## src/rtl/inst_cache.sv

```systemverilog
// Direct-mapped, one-word-per-line instruction cache with zero-wait hits and refill bypass.
// Optional hit/miss counters are compiled in when ICACHE_STATS_EN is defined.
module inst_cache #(
  parameter int INDEX_W = 6
) (
  input  logic        clk,
  input  logic        rst,
  input  logic        cpu_ce_i,
  input  logic [31:0] cpu_addr_i,
  output logic [31:0] cpu_inst_o,
  output logic        cpu_ready_o,
  input  logic        flush_i,
  output logic        mem_ce_o,
  output logic [31:0] mem_addr_o,
  input  logic [31:0] mem_inst_i,
  input  logic        mem_ready_i
`ifdef ICACHE_STATS_EN
  ,
  output logic [31:0] hit_cnt_o,
  output logic [31:0] miss_cnt_o
`endif
);

  localparam int LINES = 1 << INDEX_W;
  localparam int TAG_W = 30 - INDEX_W;

  typedef enum logic {
    IDLE,
    REFILL
  } state_t;

  state_t r_state;
  state_t w_state_next;

  logic [29:0]      r_addr;
  logic             r_flushed;
  logic [31:0]      r_data  [LINES];
  logic [TAG_W-1:0] r_tag   [LINES];
  logic             r_valid [LINES];

  logic [INDEX_W-1:0] w_index;
  logic [TAG_W-1:0]   w_tag;
  logic [INDEX_W-1:0] w_fill_index;
  logic [TAG_W-1:0]   w_fill_tag;
  logic               w_lookup_hit;
  logic               w_hit;
  logic               w_miss;
  logic               w_fill;
  logic               w_unused_bits;

  assign w_index       = cpu_addr_i[INDEX_W+1:2];
  assign w_tag         = cpu_addr_i[31:INDEX_W+2];
  assign w_fill_index  = r_addr[INDEX_W-1:0];
  assign w_fill_tag    = r_addr[29:INDEX_W];
  assign w_lookup_hit  = r_valid[w_index] && (r_tag[w_index] == w_tag);
  assign w_unused_bits = &{1'b0, cpu_addr_i[1:0]};

  always_comb begin
    w_state_next = r_state;
    cpu_ready_o  = 1'b0;
    cpu_inst_o   = 32'h0;
    mem_ce_o     = 1'b0;
    mem_addr_o   = 32'h0;
    w_hit        = 1'b0;
    w_miss       = 1'b0;
    w_fill       = 1'b0;
    if (!rst) begin
      case (r_state)
        IDLE: begin
          if (cpu_ce_i) begin
            // A flush in the same cycle wins over a matching line.
            if (w_lookup_hit && !flush_i) begin
              w_hit       = 1'b1;
              cpu_ready_o = 1'b1;
              cpu_inst_o  = r_data[w_index];
            end else begin
              w_miss       = 1'b1;
              w_state_next = REFILL;
            end
          end
        end
        REFILL: begin
          mem_ce_o   = 1'b1;
          mem_addr_o = {r_addr, 2'b00};
          if (mem_ready_i) begin
            w_fill       = 1'b1;
            w_state_next = IDLE;
            if (cpu_ce_i && (cpu_addr_i[31:2] == r_addr)) begin
              cpu_ready_o = 1'b1;
              cpu_inst_o  = mem_inst_i;
            end
          end
        end
        default: w_state_next = IDLE;
      endcase
    end
  end

  always_ff @(posedge clk) begin
    if (rst) begin
      r_state <= IDLE;
    end else begin
      r_state <= w_state_next;
    end
  end

  // r_flushed remembers a flush seen anywhere in the current refill.
  always_ff @(posedge clk) begin
    if (rst) begin
      r_addr    <= 30'h0;
      r_flushed <= 1'b0;
    end else if (w_miss) begin
      r_addr    <= cpu_addr_i[31:2];
      r_flushed <= 1'b0;
    end else if ((r_state == REFILL) && flush_i) begin
      r_flushed <= 1'b1;
    end
  end

  always_ff @(posedge clk) begin
    if (w_fill) begin
      r_data[w_fill_index] <= mem_inst_i;
      r_tag[w_fill_index]  <= w_fill_tag;
    end
  end

  genvar gi;
  generate
    for (gi = 0; gi < LINES; gi++) begin : g_valid
      always_ff @(posedge clk) begin
        if (rst || flush_i) begin
          r_valid[gi] <= 1'b0;
        end else if (w_fill && (w_fill_index == INDEX_W'(gi))) begin
          r_valid[gi] <= !r_flushed;
        end
      end
    end
  endgenerate

`ifdef ICACHE_STATS_EN
  logic [31:0] r_hit_cnt;
  logic [31:0] r_miss_cnt;

  always_ff @(posedge clk) begin
    if (rst) begin
      r_hit_cnt  <= 32'h0;
      r_miss_cnt <= 32'h0;
    end else begin
      if (w_hit) r_hit_cnt <= r_hit_cnt + 32'h1;
      if (w_miss) r_miss_cnt <= r_miss_cnt + 32'h1;
    end
  end

  assign hit_cnt_o  = r_hit_cnt;
  assign miss_cnt_o = r_miss_cnt;
`endif

endmodule

```

## config.mk

```make
export PLATFORM = sky130hd
export DESIGN_NAME = inst_cache
export DESIGN_NICKNAME = d
export VERILOG_FILES = /design/src/rtl/inst_cache.sv
export SDC_FILE = /design/constraint.sdc
export NUM_CORES = 2
export LEC_CHECK = 0
export BUFFER_PORTS_ARGS = -buffer_cell sky130_fd_sc_hd__clkbuf_2
export CAP_MARGIN = 0
export CORE_MARGIN = 2
export CORE_UTILIZATION = 31
export CTS_BUF_LIST = sky130_fd_sc_hd__clkbuf_8
export DETAILED_ROUTE_END_ITERATION = 8
export SLEW_MARGIN = 20
export SYNTH_ARGS = -nofsm -noshare
export SYNTH_HDL_FRONTEND = slang
export SYNTH_SLANG_ARGS = --single-unit
```

## constraint.sdc

```tcl
create_clock -name clk -period 7.11 [get_ports clk]
set_input_delay 1.7775 -clock clk [delete_from_list [all_inputs] [get_ports clk]]
set_output_delay 1.7775 -clock clk [all_outputs]
set_load 0.02 [all_outputs]
```

==> results.md <==
* Critical path type: input pin to primary output
* Highest-count cells in the layout ignoring fill and taps: edfxtp_1, mux4_2, clkbuf_8
* Clock root cell: clkbuf_8
* Instance count on the critical path at 19
* Clock buffer depth at 4
* Outcome: finished with violations
* Period minus WS final at ~7.4 ns
* Lkg Pwr at 54.8 nW
* Number of buffers and inverters on the critical path at 10
* Reg2Reg Depth at 6
* Post-synthesis register bit count at 3,680
* Worst path cell trace: buf_16 > buf_12 > buf_16 > buf_4 > buf_4 > mux4_2 > o22ai_1 > nor3_1 > o22ai_2 > buf_4 > xor2_2 > o211ai_1 > nor4_1 > nand4b_1 > buf_12 > buf_16 > o21ai_4 > buf_6 > buf_6
* Via count at ~76,000
* Sequential fraction of the synthesis area at 77.0%
* Final period util at 104%
* Delay-heaviest family, CP: buffers and inverters
* Initial antenna violation count at 16
* Slew Limit Fails at 0
* Routed WL at between 400,000 and 500,000 um
* Setup ws final at -0.252 ns
* Top cells by area, synth: edfxtp_1, mux4_2, mux2i_1
* Ys Warns at 0
* Setup WS pre-CTS at -1.06 ns
* Core ar. at approximately 460,000 um2
* Gate Count Post-Synth at 6,449
* EDFF count, synth at 3,648
* Number of CTS-inserted buffers at 565
* Synth cell types at 73
* Chip width at 683 um
* Initial core utilization at 31.1%
* Worst vdd ir at 0.000161 V
* Clock Latency Late Sink at 1.07 ns
* Failing checks: setup timing
* Req. time, crit path at 5.33 ns
* Worst-margin pin slew at between 1 and 1.5 ns
* Dpl cell area at 156,000 um2
* Detail Placement HPWL at approximately 230,000 um
* CP Capture Type: primary output
* Worst-path fanout max at 8
* Area occupied by multi-input gates at approximately 32,000 um2
* Pin count of the biggest net entering global routing at 142
* Relative slew slack at 19.5%
* First-pass GRT wire length at 600,000 um
* Commonest non-fill, non-tap cell in the layout: edfxtp_1
* RD Place Congestion at 0.827
* Avg Synthesized Cell Area at 22.2 um2
* TritonRoute pass-1 iters at 6
* Share of flip-flops with an asynchronous set or reset at 0%
* Vias in the first global route at around 75,000
* Fin area at 168,000 um2
* Fin. Hold Viols at 0
* Filler cells at 42,100
* Cell Pwr Density at 253 nW/um2
* I/O pins at 135
* Achievable frequency at 136 MHz
* PortBufs at 130
* Post-DR wirelength/cell at 31.6 um
* Row cnt at 249
* Clock Sinks at 3,680
* Worst Path Arrival at 5.58 ns
* 1st-iter DRT viols at 12,000
* Setup violations, final at 33
* Layout Nets at 7,480
* Post-DR vias/cell at 5.41
* Storage cell area at 110,000 um2
* Grt ovf at 0
* Residual DRC at 0
* DRT antenna net count at 0
* Synth Flop Type: edfxtp_1
* Netlist Area Pre-Place at 143,000 um2
* CP Launch Type: input pin
* Die H at just under 700 um
* Yosys top cell area share at around three quarters
* RSZ-0062 raised after global routing: yes
* Hold WC Path Type: flip-flop to flip-flop
* Syn-to-layout area delta at 17.2%
* H-tree Lvls at 6
* Critical Path Slowest Stage Cell: nor3_1
* Tot Pwr at 42.5 mW
* Worst hold stages at 2
* Post-CTS Hold Buffers at 0
* GRT Util Overall at approximately 18%
* Clock Skews at around 0.068 ns
* Max Cap Viol at 0
* Fraction of layout instances using a drive strength above 1 at 33.2%
* CTS tree: done
* CTS clock-pin slew for the worst setup and hold paths at 0.07 ns
* Die area at 467,000 um2
* Cell taking the most area after synthesis: edfxtp_1
* Worst path max stage delay at about 0.50 ns
-- logic make-up (layout without fill, tap and decap cells) --
| family | Yosys count | count (layout) | share of synthesized area [%] |
|---|---|---|---|
| AO/OA/AOI/OAI | 466 | 466 | 2.21 |
| XOR/XNOR | 61 | 61 | 0.373 |
| buffers and inverters | 393 | 1768 | 1.47 |
| flip-flops | 3680 | 3680 | 77.0 |
| multiplexers | 1292 | 1292 | 17.0 |
| other | 1 | 10 | 0.00262 |
| AND/OR/NAND/NOR | 556 | 556 | 1.90 |
-- stage by stage --
stage               instances  utilization (%)  hold slack, ns  setup TNS, ns
floorplan                6450                -           0.532              0
global placement        12900             33.8           0.553         -32.19
detailed placement      12900             33.8           0.561         -30.05
CTS                     14000             36.4           0.581          -2.24
global route            14000             36.5           0.631          -6.63
finish                  14000             36.5           0.575          -5.88
-- area by class of cell --
cell class	instances	share of cell area [%]
multi-input combinational	2377	19.0
clock inverter	406	1.13
clock buffer	575	4.72
timing repair buffer	776	4.78
antenna	8	0.0119
sequential	3680	65.7
inverter	11	0.0336
tap	6149	4.59
-- synth_stat cells, types with 29 or more instances --
library cell and n:
a21oi_1 75, dfxtp_1 32, mux4_2 902, and2_1 41
o21ai_1 39, o22ai_1 50, buf_2 110, buf_1 47
mux2_2 47, nor2_1 145, clkbuf_1 151, nand2_1 139
edfxtp_1 3648, o21ai_0 73, mux2i_1 335, xor2_1 44
buf_6 29, buf_4 33, a32o_1 33, nor2b_1 30
a22oi_1 101, nand3_1 42, nor3_1 58
-- timing repair --
action	4_1_cts	5_1_grt
pin swaps	20	30
setup endpoints to repair	33	33
cloned	21	2
gates resized for setup	210	103
buffers inserted	27	5
-- where the power goes --
group / internal [mW] / switching [mW] / leakage [nW]
clock network: 7.68 / 8.30 / 5.68
registers: 23.9 / 0.0857 / 34.3
logic: 1.05 / 1.41 / 14.7
total: 32.7 / 9.80 / 54.8
-- worst register-to-register path: stages, from the launching register on --
cell     delay [ns]
dfxtp_1        0.36
nor2b_2        0.14
buf_4          0.27
and2_1         0.42
nand3_2        0.60
nor2_4         0.91
buf_4          0.61
-- metal layers --
metal	vias up	global-route usage [%]	share of wire (%)
li1	29300	-	-
met1	40800	25.6	40
met2	4812	28.3	46
met3	760	4.12	11
met4	2	5.84	3.4
met5	-	0	0.0041
-- state kept, by name, summed over array words and instances (netlist names) --
| register | cells |
|---|---|
| r_addr | 30 |
| r_data | 2048 |
| r_flushed | 1 |
| r_state | 1 |
| r_tag | 1536 |
| r_valid | 64 |
-- worst paths after layout --
kind / endpoint / start / slack (ns)
min reg2reg: r_flushed / r_flushed / 0.57
max reg2reg: r_data[62][12] / r_state / 3.29
min: r_flushed / r_flushed / 0.57
max: cpu_inst_o[8] / cpu_addr_i[4] / -0.25
No activity file was read; power rests on OpenSTA's default activity.
